[config.mk]
export PLATFORM = sky130hd
export DESIGN_NAME = uivtc
export DESIGN_NICKNAME = d
export VERILOG_FILES = /design/src/rtl/uivtc.sv
export SDC_FILE = /design/constraint.sdc
export NUM_CORES = 1
export LEC_CHECK = 0
export CAP_MARGIN = 20
export CORE_MARGIN = 2
export CORE_UTILIZATION = 60
export CTS_BUF_LIST = sky130_fd_sc_hd__clkbuf_16
export DETAILED_ROUTE_END_ITERATION = 10
export DONT_BUFFER_PORTS = 1
export HOLD_SLACK_MARGIN = 0.1
export PLACE_DENSITY = 0.8
export RECOVER_POWER = 50
export SETUP_SLACK_MARGIN = 0.15
export SLEW_MARGIN = 15
export SYNTH_ARGS = -nofsm -noshare
export SYNTH_HDL_FRONTEND = slang
export SYNTH_SLANG_ARGS = --single-unit
[constraint.sdc]
create_clock -name vtc_clk_i -period 2.6 [get_ports vtc_clk_i]
set_input_delay 0.52 -clock vtc_clk_i [delete_from_list [all_inputs] [get_ports vtc_clk_i]]
set_output_delay 0.52 -clock vtc_clk_i [all_outputs]
set_load 0.02 [all_outputs]
[src/rtl/uivtc.sv]
// Video timing controller: generates the sync/blank raster, active-pixel position and
// frame-start pulse for the video pipeline. Frames always run to completion once started.
module uivtc #(
    parameter int   H_ACTIVE = 1920,
    parameter int   H_FP     = 88,
    parameter int   H_SYNC   = 44,
    parameter int   H_BP     = 148,
    parameter int   V_ACTIVE = 1080,
    parameter int   V_FP     = 4,
    parameter int   V_SYNC   = 5,
    parameter int   V_BP     = 36,
    parameter logic HS_POL   = 1'b1,
    parameter logic VS_POL   = 1'b1
) (
    input  logic        vtc_clk_i,
    input  logic        vtc_rst_i,
    input  logic        vtc_en_i,
    output logic        vtc_vs_o,
    output logic        vtc_hs_o,
    output logic        vtc_de_o,
    output logic [11:0] vtc_x_o,
    output logic [11:0] vtc_y_o,
    output logic        vtc_sof_o,
    output logic        vtc_busy_o
);

    localparam int H_TOTAL = H_SYNC + H_BP + H_ACTIVE + H_FP;
    localparam int V_TOTAL = V_SYNC + V_BP + V_ACTIVE + V_FP;

    localparam logic [11:0] H_LAST    = 12'(H_TOTAL - 1);
    localparam logic [11:0] V_LAST    = 12'(V_TOTAL - 1);
    // 13-bit bounds so an active window ending exactly at 4096 still compares correctly
    localparam logic [12:0] H_SYNC_END = 13'(H_SYNC);
    localparam logic [12:0] V_SYNC_END = 13'(V_SYNC);
    localparam logic [12:0] H_ACT_BEG  = 13'(H_SYNC + H_BP);
    localparam logic [12:0] H_ACT_END  = 13'(H_SYNC + H_BP + H_ACTIVE);
    localparam logic [12:0] V_ACT_BEG  = 13'(V_SYNC + V_BP);
    localparam logic [12:0] V_ACT_END  = 13'(V_SYNC + V_BP + V_ACTIVE);

    typedef enum logic [1:0] {
        ST_IDLE = 2'd0,
        ST_RUN  = 2'd1,
        ST_STOP = 2'd2
    } state_t;

    state_t      state, state_nxt;
    logic [11:0] h_cnt, v_cnt, h_nxt, v_nxt;
    logic        h_last, frame_last;
    logic        in_frame, h_act, v_act, de_d;

    assign h_last     = (h_cnt == H_LAST);
    assign frame_last = h_last && (v_cnt == V_LAST);

    // NOTE: every signal driven here gets a default first so no path leaves it unassigned (no latch).
    always_comb begin
        state_nxt = state;
        h_nxt     = h_cnt;
        v_nxt     = v_cnt;
        case (state)
            ST_IDLE: begin
                h_nxt = 12'd0;
                v_nxt = 12'd0;
                if (vtc_en_i) state_nxt = ST_RUN;
            end
            default: begin
                if (h_last) begin
                    h_nxt = 12'd0;
                    v_nxt = (v_cnt == V_LAST) ? 12'd0 : v_cnt + 12'd1;
                end else begin
                    h_nxt = h_cnt + 12'd1;
                end
                // en only decides whether the next frame starts; the current one always finishes
                if (vtc_en_i)        state_nxt = ST_RUN;
                else if (frame_last) state_nxt = ST_IDLE;
                else                 state_nxt = ST_STOP;
            end
        endcase
    end

    // NOTE: sequential state uses non-blocking assignments so every register samples pre-edge values.
    always_ff @(posedge vtc_clk_i or posedge vtc_rst_i) begin
        if (vtc_rst_i) begin
            state <= ST_IDLE;
            h_cnt <= 12'd0;
            v_cnt <= 12'd0;
        end else begin
            state <= state_nxt;
            h_cnt <= h_nxt;
            v_cnt <= v_nxt;
        end
    end

    assign in_frame = (state != ST_IDLE);
    assign h_act    = ({1'b0, h_cnt} >= H_ACT_BEG) && ({1'b0, h_cnt} < H_ACT_END);
    assign v_act    = ({1'b0, v_cnt} >= V_ACT_BEG) && ({1'b0, v_cnt} < V_ACT_END);
    assign de_d     = in_frame && h_act && v_act;

    // Outputs are registered from the current counters, giving one cycle of latency
    always_ff @(posedge vtc_clk_i or posedge vtc_rst_i) begin
        if (vtc_rst_i) begin
            vtc_hs_o   <= ~HS_POL;
            vtc_vs_o   <= ~VS_POL;
            vtc_de_o   <= 1'b0;
            vtc_x_o    <= 12'd0;
            vtc_y_o    <= 12'd0;
            vtc_sof_o  <= 1'b0;
            vtc_busy_o <= 1'b0;
        end else begin
            vtc_hs_o   <= (in_frame && ({1'b0, h_cnt} < H_SYNC_END)) ? HS_POL : ~HS_POL;
            vtc_vs_o   <= (in_frame && ({1'b0, v_cnt} < V_SYNC_END)) ? VS_POL : ~VS_POL;
            vtc_de_o   <= de_d;
            vtc_x_o    <= de_d ? (h_cnt - H_ACT_BEG[11:0]) : 12'd0;
            vtc_y_o    <= de_d ? (v_cnt - V_ACT_BEG[11:0]) : 12'd0;
            vtc_sof_o  <= in_frame && (h_cnt == 12'd0) && (v_cnt == 12'd0);
            vtc_busy_o <= in_frame;
        end
    end

endmodule

# After elaboration in Yosys (flattened, before gate mapping)
# Index checks and enable logic that the tools add are counted.
# Widths: inputs -> output; s select.
# word_totals
elab_cells	50
in_bits	3
regBits	55
# classes
order_cmp	6
mux	13
reduce_logical	14
eq_ne	3
add_sub_neg	4
# op_table
operator	n
$mux 12	7
$add 12x1->12 const B	2
$logic_not 12->1	2
$eq 12x11->1 const B	1
$eq 12x12->1 const B	1
$ge 12x6->1 const B	1
$ge 12x8->1 const B	1
$lt 12x11->1 const B	1
$lt 12x12->1 const B	1
$lt 12x3->1 const B	1
$lt 12x6->1 const B	1
$sub 12x6->12 const B	1
$sub 12x8->12 const B	1
$logic_and 1x1->1	9
$mux 2	4
$reduce_bool 2->1	2
$logic_not 2->1	1
$mux 1	2
$ne 2x2->1 const B	1

# Longest topological paths before layout
# Gate-level depths: netlist (run 1).
# depth
ltp_word	5
mapped_depth	9

# Worst setup path after synthesis (run 1)
# OpenSTA, ideal clock, no wires.
# synth_path
kind	register to register
start	register h_cnt[6]
end	register v_cnt[5]
arrival_ns	2.046
t_required_ns	2.522
setup_slack_ns	0.476
stages_incl_launch_ff	7
path_cell_list	dfrtp_1 inv_1 ha_1 nor4bb_1 nand3_1 or4b_2 a21oi_1
# synth_between
elab_chain_len	2
# synth_lines
item	line_no	source
start, declared	47	logic [11:0] h_cnt, v_cnt, h_nxt, v_nxt;
start signal, assigned	88	h_cnt <= h_nxt;
$eq 12x12->1	51	assign h_last = (h_cnt == H_LAST);
$reduce_bool 2->1 (no line)	-	
end signal, assigned	89	v_cnt <= v_nxt;
end, declared	47	
# No other way between the ends.
# A chain may end at the register's enable or synchronous reset.

# Final worst setup path (run 1)
# Same ends and word-level chain as after synthesis.

==> results.cfg, run 1 <==
[outcome]
status = finished clean

[setup_path]
crit_path_end_kind = flop
crit_path_start_kind = flop
arrival_ns = 2.50
crit_fanout = 8
worstPathRequired_ns = 2.82
max_stage_delay_ns = 0.70
crit_type = reg2reg
crit_chain = inv_1 > ha_1 > nor4bb_2 > nand3_2 > or4b_2 > a21oi_1
critPathBufInv = 1
slowest_stage = or4b_2
cp_top_family = simple AND/OR/NAND/NOR gates

[synthesis]
synth-main-ff-cell = dfrtp_1
synth_edf_count = 0
syn_nets = 280
ys_seq_area_share_pct = 52.3
syn_inst = 268
yosys_warnings = 0
ys_ff_latch = 55
async_flop_share_pct = 100
synth_area_sq_um = 2630
synth.avg_cell_area_sq_um = 9.82
synth_cell_types = 42

[clock_tree]
root_buffer = clkbuf_16
cts_tree = yes
cts_made_buffers = 5
htreeDepth = 2
cts.hold.buffers_added = 0
insertion_delay_ns = 0.29
clk_pin_slew_ns = 0.07
cts.sinks = 55
clockBufferDepth = 2

[drt]
first_iter_violations = 113
drc = 0
routedWlPerCell_microns = 15.7
drt_wl_total_microns = 5040
num_vias = 1895
dr.pass1.iters = 4
ant_nets = 0
viasPerCell = 5.90

[floorplanning]
dieArea_sq_um = 4930
rows = 24
die_h_microns = 70.2
die_x_microns = 70.2
initial_core_util_pct = 61.3
io_pins = 32
core-area_sq_um = 4290

[timing]
maxSlewViolCount = 0
fin_ws_ns = 0.319
fin_crit_ns = 2.28
hold_viol = 0
setup_viol = 0
finalCritPeriodShare_pct = 87.7
max_slew_margin_pct = 32.7
fmax_ghz = 0.438
clock_skew_ns = 0.00672
worstMarginPinSlew_ns = 1.01
timing.setup.tns_ns = 0
rsz0062_at_grt = false

[final_layout]
num_antenna_cells = 0
utilization_pct = 67.0
syn2layout_area_growth_pct = 9.27
final_design_area_no_fill_sq_um = 2880
multi_input_area_sq_um = 1140
final_cell_mix = dfrtp_1, nor2_1, nor3_1
regArea_sq_um = 1380
nets = 280
fill_cells = 337
drive_above_1_share_pct = 9.29
final_common_cell = dfrtp_1

[pwr]
power.switching_uw = 408
power_switching_share_pct = 22.7
irDropWorstVdd_mv = 0.358
internal-power_mw = 1.38
power.leakage_nw = 1.37
p_per_area_nw_per_um2 = 623
p_comb_share_pct = 7.2
pwr-share-clk_pct = 40.9
seqPwrFrac_pct = 52.0

[grt]
gr-total-overflow = 0
grt_pass1_vias = 1744
grt_max_degree = 30
grt_pass1_wl_microns = 8380
antenna_found_initial = 0
track_usage_pct = 21.5

[worst_hold_path]
hold_path_class = in2reg

[placement]
dpl.hpwl_microns = 3390
io_buffers = 0
placed_cell_area_sq_um = 2680
dp_slack_ns = 0.240
gp_congestion = 0.851

[run]
maxCapViolations = 0
[power groups by stage]
stage	Clock, mW	Combinational, mW	Sequential (mW)
6_report	0.733	0.128	0.931
5_1_grt	0.767	0.146	0.935
4_1_cts	0.737	0.130	0.930
3_5_place_dp	0	0.129	0.946
3_3_place_gp	0	0.126	0.942
2_1_floorplan	0	0.0830	0.942
[cell usage after synthesis, drive strengths merged, types with 6 or more instances]
library cell,instances,area (sq um)
dfrtp,55,1380
nor2,41,154
nor3,14,70.1
o21ai,14,73.8
inv,13,48.8
clkbuf,12,45.0
a21oi,11,55.1
nand3,11,55.1
xnor2,11,96.3
ha,9,113
nand2,9,33.8
o31ai,7,66.3
xor2,7,61.3
and3,6,37.5
nand4,6,37.5
[layer usage]
layer | vias to the layer above | wire length [microns] | GRT usage (%)
met5 | - | 0 | 0
met2 | 65 | 2340 | 31.8
met3 | 7 | 270 | 5.34
li1 | 917 | - | -
met4 | 0 | 69 | 8.76
met1 | 906 | 2370 | 30.4
[final cells by class]
cell class,instances,share of cell area [%]
Multi-Input combinational cell,183,39.6
Sequential cell,55,47.8
Clock inverter,3,1.35
Inverter,13,1.70
Clock buffer,5,4.35
Tap cell,52,2.26
Timing Repair Buffer,10,2.91
[worst register-to-register path, stage by stage (launching register included)]
cell	delay [ns]
dfrtp_1	0.45
inv_1	0.15
ha_1	0.16
nor4bb_2	0.36
nand3_2	0.22
or4b_2	0.70
a21oi_1	0.16
[metrics by stage]
step	instances	power (mW)	hold slack [ns]
after floorplan	268	1.02	0.475
after global placement	310	1.07	0.483
after detailed placement	310	1.07	0.482
after CTS	318	1.80	0.179
after global routing	321	1.85	0.244
final	321	1.79	0.253
[flip-flops by register name, summed over array words and instances (netlist names)]
name,flops
h_cnt,12
state,2
v_cnt,12
vtc_busy_o,1
vtc_de_o,1
vtc_hs_o,1
vtc_sof_o,1
vtc_vs_o,1
vtc_x_o,12
vtc_y_o,12
[worst paths after layout]
path                       cells after the start                from  slack (ns)                    end
min in group asynchronous                      1           vtc_rst_i        0.36  v_cnt[10]$_DFFE_PP0P_
hold reg to reg                                1  h_cnt[0]$_DFF_PP0_        0.53     h_cnt[0]$_DFF_PP0_
setup / recovery                               6  h_cnt[6]$_DFF_PP0_        0.32   v_cnt[5]$_DFFE_PP0P_
hold / removal                                 0            vtc_en_i        0.25   state[0]$_DFFE_PP0P_
setup reg to reg                               6  h_cnt[6]$_DFF_PP0_        0.32   v_cnt[5]$_DFFE_PP0P_
max in group asynchronous                      2           vtc_rst_i        1.56   v_cnt[3]$_DFFE_PP0P_
[cell families (layout without fill, tap and decap cells)]
logic type	count (synthesis)	in the layout	share of synthesized area, %
AOI/OAI and AO/OA	43	43	10.5
xor gates and xnor gates	18	18	5.99
adders and majority gates	9	9	4.28
buffers and inverters	30	31	4.99
DFF	55	55	52.3
muxes	1	1	0.380
and+or+nand+nor	112	112	21.6
[what timing repair did]
item	4_1_cts	5_1_grt
endpoints found under the setup margin	0	8
gates resized for setup	0	3
buffers inserted	0	3
Note: power is estimated with default switching activity, not from simulation.
==> run 2: changes to the inputs <==
==> constraint.sdc (replaced) <==
create_clock -name vtc_clk_i -period 2.6 [get_ports vtc_clk_i]
set_input_delay 0.52 -clock vtc_clk_i [delete_from_list [all_inputs] [get_ports vtc_clk_i]]
set_output_delay 0.52 -clock vtc_clk_i [all_outputs]
set_load 0.1 [all_outputs]
==> results.cfg, run 2 (synthesized netlist as in run 1, its figures left out) <==
[placement]
gp_congestion = 0.851
io_buffers = 0
placed_cell_area_sq_um = 2680
dpl.hpwl_microns = 3390

[drt]
m1WireLength_microns = 2390
routedWlPerCell_microns = 15.7
top_layer_used = met4
dr.pass1.iters = 4
route.met2.wl_microns = 2320
viasPerCell = 5.90
wl_met3_microns = 263
drc = 0
drt_wl_total_microns = 5050
num_vias = 1895
ant_nets = 0
first_iter_violations = 114

[pwr]
irDropWorstVdd_mv = 0.363
internal-power_mw = 1.38
p_total_mw = 1.84
p_per_area_nw_per_um2 = 641
pwr-share-clk_pct = 39.7
power.switching_uw = 459
power_switching_share_pct = 24.9
seqPwrFrac_pct = 53.3
p_comb_share_pct = 7.0
power.leakage_nw = 1.36

[grt]
grt_max_degree = 30
track_usage_pct = 21.5
antenna_found_initial = 0
grt_pass1_wl_microns = 8380
gr-total-overflow = 0
grt_pass1_vias = 1744

[setup_path]
rr_endpoint = v_cnt[5]$_DFFE_PP0P_
crit_path_end_kind = flop
crit_fanout = 8
crit_path_start_kind = flop
rr_startpoint = h_cnt[6]$_DFF_PP0_
reg2reg_depth = 6
critical_path.endpoint = v_cnt[5]$_DFFE_PP0P_
worstPathRequired_ns = 2.82
reg2reg_slack_ns = 0.32
startpoint = h_cnt[6]$_DFF_PP0_
crit_type = reg2reg
arrival_ns = 2.50

[floorplanning]
dieArea_sq_um = 4930
die_h_microns = 70.2
initial_core_util_pct = 61.3
rows = 24
core-area_sq_um = 4290
io_pins = 32
die_x_microns = 70.2

[timing]
fmax_ghz = 0.438
fin_crit_ns = 2.28
rsz0062_at_grt = false
worstMarginPinSlew_ns = 1.01
maxSlewViolCount = 0
max_slew_margin_pct = 32.7
setup_viol = 0
timing.setup.tns_ns = 0
hold_viol = 0
finalCritPeriodShare_pct = 87.8
clock_skew_ns = 0.00677

[clock_tree]
insertion_delay_ns = 0.29
cts_made_buffers = 5
htreeDepth = 2
root_buffer = clkbuf_16
clk_pin_slew_ns = 0.07
cts.hold.buffers_added = 0
cts.sinks = 55
clockBufferDepth = 2
cts_tree = yes

[outcome]
status = finished clean

[worst_hold_path]
min_path_cells = 0
hold_path_class = in2reg

[run]
maxCapViolations = 0

[final_layout]
nets = 280
final_common_cell = dfrtp_1
final_design_area_no_fill_sq_um = 2870
num_antenna_cells = 0
fill_cells = 339
drive_above_1_share_pct = 8.92
syn2layout_area_growth_pct = 9.13
final_cell_mix = dfrtp_1, nor2_1, nor3_1
## run 2: cell count changes in the layout (fill, tap and decap cells not counted)
cell	previous run	this run
clkbuf_1	1	2
buf_4	8	7
## run 2: cell type report
cell class,count,area (sq um),share of cell area (%)
clock inverters,3,38.8,1.35
well taps,52,65.1,2.26
multi-input cells,183,1140,39.6
clock buffers,5,125,4.36
repair buffers,10,80.1,2.79
flip-flops and latches,55,1380,47.9
inverters,13,48.8,1.70
## run 2: worst max-delay path: stages (launching register included)
cell	delay, ns
dfrtp_1	0.45
inv_1	0.15
ha_1	0.16
nor4bb_2	0.36
nand3_2	0.22
or4b_2	0.70
a21oi_1	0.16
## run 2: layer usage
layer / vias up / GRT usage (%)
met1: 903 / 30.4
met4: 0 / 8.76
met3: 9 / 5.34
met2: 66 / 31.8
met5: - / 0
li1: 917 / -
## run 2: power groups by stage
stage	Sequential, mW	Clock (mW)	Combinational, mW
CTS	0.981	0.737	0.130
floorplan	0.993	0	0.0830
detailed placement	0.997	0	0.129
global placement	0.993	0	0.126
finish	0.982	0.731	0.128
global route	0.986	0.767	0.146
## run 2: per-stage QoR
step | hold slack [ns] | setup slack, ns | std cells | util, %
after detailed placement | 0.482 | 0.240 | 310 | 62.4
after global placement | 0.483 | 0.314 | 310 | 62.4
after CTS | 0.179 | 0.205 | 318 | 66.2
final | 0.253 | 0.317 | 321 | 66.9
after floorplan | 0.475 | 0.476 | 268 | -
after global routing | 0.244 | 0.156 | 321 | 66.9
## run 2: repair_timing
| action | 4_1_cts | 5_1_grt |
|---|---|---|
| setup endpoints to repair | 0 | 8 |
| gates resized for setup | 0 | 3 |
| buffers inserted | 0 | 3 |
## run 2: worst min path at each step
stage / from / end / slack [ns]
3_3_place_gp: vtc_rst_i / vtc_x_o[8]$_DFF_PP0_ / 0.48
2_1_floorplan: h_cnt[0]$_DFF_PP0_ / h_cnt[0]$_DFF_PP0_ / 0.48
3_5_place_dp: vtc_rst_i / vtc_x_o[8]$_DFF_PP0_ / 0.48
5_1_grt: vtc_en_i / state[0]$_DFFE_PP0P_ / 0.24
4_1_cts: vtc_rst_i / v_cnt[10]$_DFFE_PP0P_ / 0.18
6_report: vtc_en_i / state[0]$_DFFE_PP0P_ / 0.25
==> run 3: changes to the inputs <==
--- a/config.mk
+++ b/config.mk
@@ -6,13 +6,17 @@
 export NUM_CORES = 1
 export LEC_CHECK = 0
 export CAP_MARGIN = 20
+export CELL_PAD_IN_SITES_DETAIL_PLACEMENT = 1
+export CELL_PAD_IN_SITES_GLOBAL_PLACEMENT = 2
 export CORE_MARGIN = 2
-export CORE_UTILIZATION = 60
+export CORE_UTILIZATION = 40
 export CTS_BUF_LIST = sky130_fd_sc_hd__clkbuf_16
+export CTS_CLUSTER_SIZE = 25
 export DETAILED_ROUTE_END_ITERATION = 10
 export DONT_BUFFER_PORTS = 1
+export GPL_TIMING_DRIVEN = 0
 export HOLD_SLACK_MARGIN = 0.1
-export PLACE_DENSITY = 0.8
+export PLACE_DENSITY = 0.83
 export RECOVER_POWER = 50
 export SETUP_SLACK_MARGIN = 0.15
 export SLEW_MARGIN = 15
==> results.cfg, run 3 (synthesized netlist as in run 1, its figures left out) <==
[outcome]
status = finished clean

[drt]
viasPerCell = 5.52
first_iter_violations = 99
dr.pass1.iters = 4
routedWlPerCell_microns = 17.0
drc = 0
ant_nets = 0
drt_wl_total_microns = 6010
num_vias = 1954

[pwr]
p_per_area_nw_per_um2 = 629
power_switching_share_pct = 25.3
p_total_mw = 1.84
internal-power_mw = 1.38
power.leakage_nw = 1.38
power.switching_uw = 465
pwr-share-clk_pct = 40.4
irDropWorstVdd_mv = 0.401
p_comb_share_pct = 5.9
seqPwrFrac_pct = 53.8

[setup_path]
worstPathRequired_ns = 2.81
slowest_stage = or4b_2
rr_endpoint = v_cnt[5]$_DFFE_PP0P_
crit_path_end_kind = flop
max_stage_delay_ns = 0.68
rr_startpoint = h_cnt[6]$_DFF_PP0_
reg2reg_slack_ns = 0.34
crit_chain = inv_1 > ha_1 > nor4bb_2 > nand3_2 > or4b_2 > a21oi_1
critPathBufInv = 1
crit_fanout = 7
arrival_ns = 2.47
reg2reg_depth = 6
crit_type = reg2reg
crit_path_start_kind = flop
cp_top_family = simple AND/OR/NAND/NOR gates

[grt]
gr-total-overflow = 0
grt_pass1_vias = 1971
grt_pass1_wl_microns = 10300
antenna_found_initial = 0
track_usage_pct = 17.9
grt_max_degree = 30

[worst_hold_path]
hold_path_class = in2reg
holdCritStartpoint = vtc_en_i
min_path_cells = 1
hold_end = state[1]$_DFFE_PP0P_

[final_layout]
syn2layout_area_growth_pct = 11.2
num_antenna_cells = 0
drive_above_1_share_pct = 8.66
final_design_area_no_fill_sq_um = 2930
utilization_pct = 46.1
nets = 289
multi_input_area_sq_um = 1140
regArea_sq_um = 1380
final_common_cell = dfrtp_1
final_cell_mix = dfrtp_1, nor2_1, nor3_1
fill_cells = 731

[timing]
maxSlewViolCount = 0
setup_viol = 0
rsz0062_at_grt = false
fin_crit_ns = 2.26
worstMarginPinSlew_ns = 1.12
timing.setup.tns_ns = 0
finalCritPeriodShare_pct = 86.9
fmax_ghz = 0.443
holdWs_ns = 0.283
hold_viol = 0
max_slew_margin_pct = 25.2
clock_skew_ns = 0.00808

[floorplanning]
rows = 29
die_h_microns = 85.1
dieArea_sq_um = 7250
io_pins = 32
die_x_microns = 85.1
core-area_sq_um = 6350
initial_core_util_pct = 41.5

[clock_tree]
clk_pin_slew_ns = 0.07
cts.hold.buffers_added = 0
cts.sinks = 55
insertion_delay_ns = 0.29
root_buffer = clkbuf_16
cts_made_buffers = 5
clockBufferDepth = 2
htreeDepth = 2
cts_tree = yes

[placement]
dpl.hpwl_microns = 4290
gp_congestion = 0.783
io_buffers = 0
placed_cell_area_sq_um = 2750

[run]
maxCapViolations = 0
==> run 3: cell count changes in the layout (fill, tap and decap cells not counted), moves of 2 or more <==
cell,delta
clkbuf_1,+7
buf_4,-6
buf_2,+3
clkbuf_2,+3
buf_6,+2
==> run 3: final cells by class <==
class | count | share of cell area (%)
tap | 77 | 3.29
clock buffer | 5 | 4.28
timing repair buffer | 2 | 0.684
clock inverter | 2 | 1.28
multi-input combinational | 183 | 38.8
sequential | 55 | 47.0
inverter | 13 | 1.67
buffer | 17 | 2.95
==> run 3: through the flow <==
stage / std cells / setup slack (ns)
3_5_place_dp: 346 / 0.166
4_1_cts: 353 / 0.172
2_1_floorplan: 268 / 0.476
3_3_place_gp: 345 / 0.106
5_1_grt: 354 / 0.118
6_report: 354 / 0.341
==> run 3: repair_timing <==
| item | in CTS | in global routing |
|---|---|---|
| endpoints found under the hold margin | 0 | 0 |
| setup endpoints to repair | 9 | 14 |
| setup buffers | 0 | 1 |
| pin swaps | 0 | 1 |
| gates resized for setup | 2 | 5 |
==> run 3: power groups by stage <==
stage          sequential (mW)  combinational, mW  clock [mW]
2_1_floorplan            0.993             0.0830           0
3_3_place_gp              1.00              0.107           0
3_5_place_dp              1.01              0.113           0
4_1_cts                  0.990              0.114       0.766
5_1_grt                  0.996              0.127       0.802
6_report                 0.989              0.108       0.743
==> run 3: how the worst max path moves through the flow <==
stage,cells after the start,start,slack [ns],to
6_report,6,h_cnt[6]$_DFF_PP0_,0.34,v_cnt[5]$_DFFE_PP0P_
3_3_place_gp,1,vtc_rst_i,0.11,h_cnt[3]$_DFF_PP0_
4_1_cts,6,h_cnt[6]$_DFF_PP0_,0.17,v_cnt[5]$_DFFE_PP0P_
5_1_grt,2,vtc_rst_i,0.12,vtc_hs_o$_DFF_PP0_
3_5_place_dp,7,h_cnt[6]$_DFF_PP0_,0.17,state[1]$_DFFE_PP0P_
2_1_floorplan,6,h_cnt[6]$_DFF_PP0_,0.48,v_cnt[5]$_DFFE_PP0P_
==> run 3: routing by layer <==
| layer | global-route usage, % | wire length (microns) | vias to the layer above |
|---|---|---|---|
| met1 | 26.4 | 3070 | 978 |
| met2 | 27.3 | 2680 | 40 |
| met4 | 4.62 | 82 | 0 |
| met5 | 0 | 0 | - |
| met3 | 3.21 | 184 | 6 |
| li1 | - | - | 930 |
==> run 3: worst reg2reg max path, stage by stage (launching register included) <==
cell      delay (ns)
dfrtp_1         0.46
inv_1           0.16
ha_1            0.18
nor4bb_2        0.36
nand3_2         0.19
or4b_2          0.69
a21oi_1         0.16
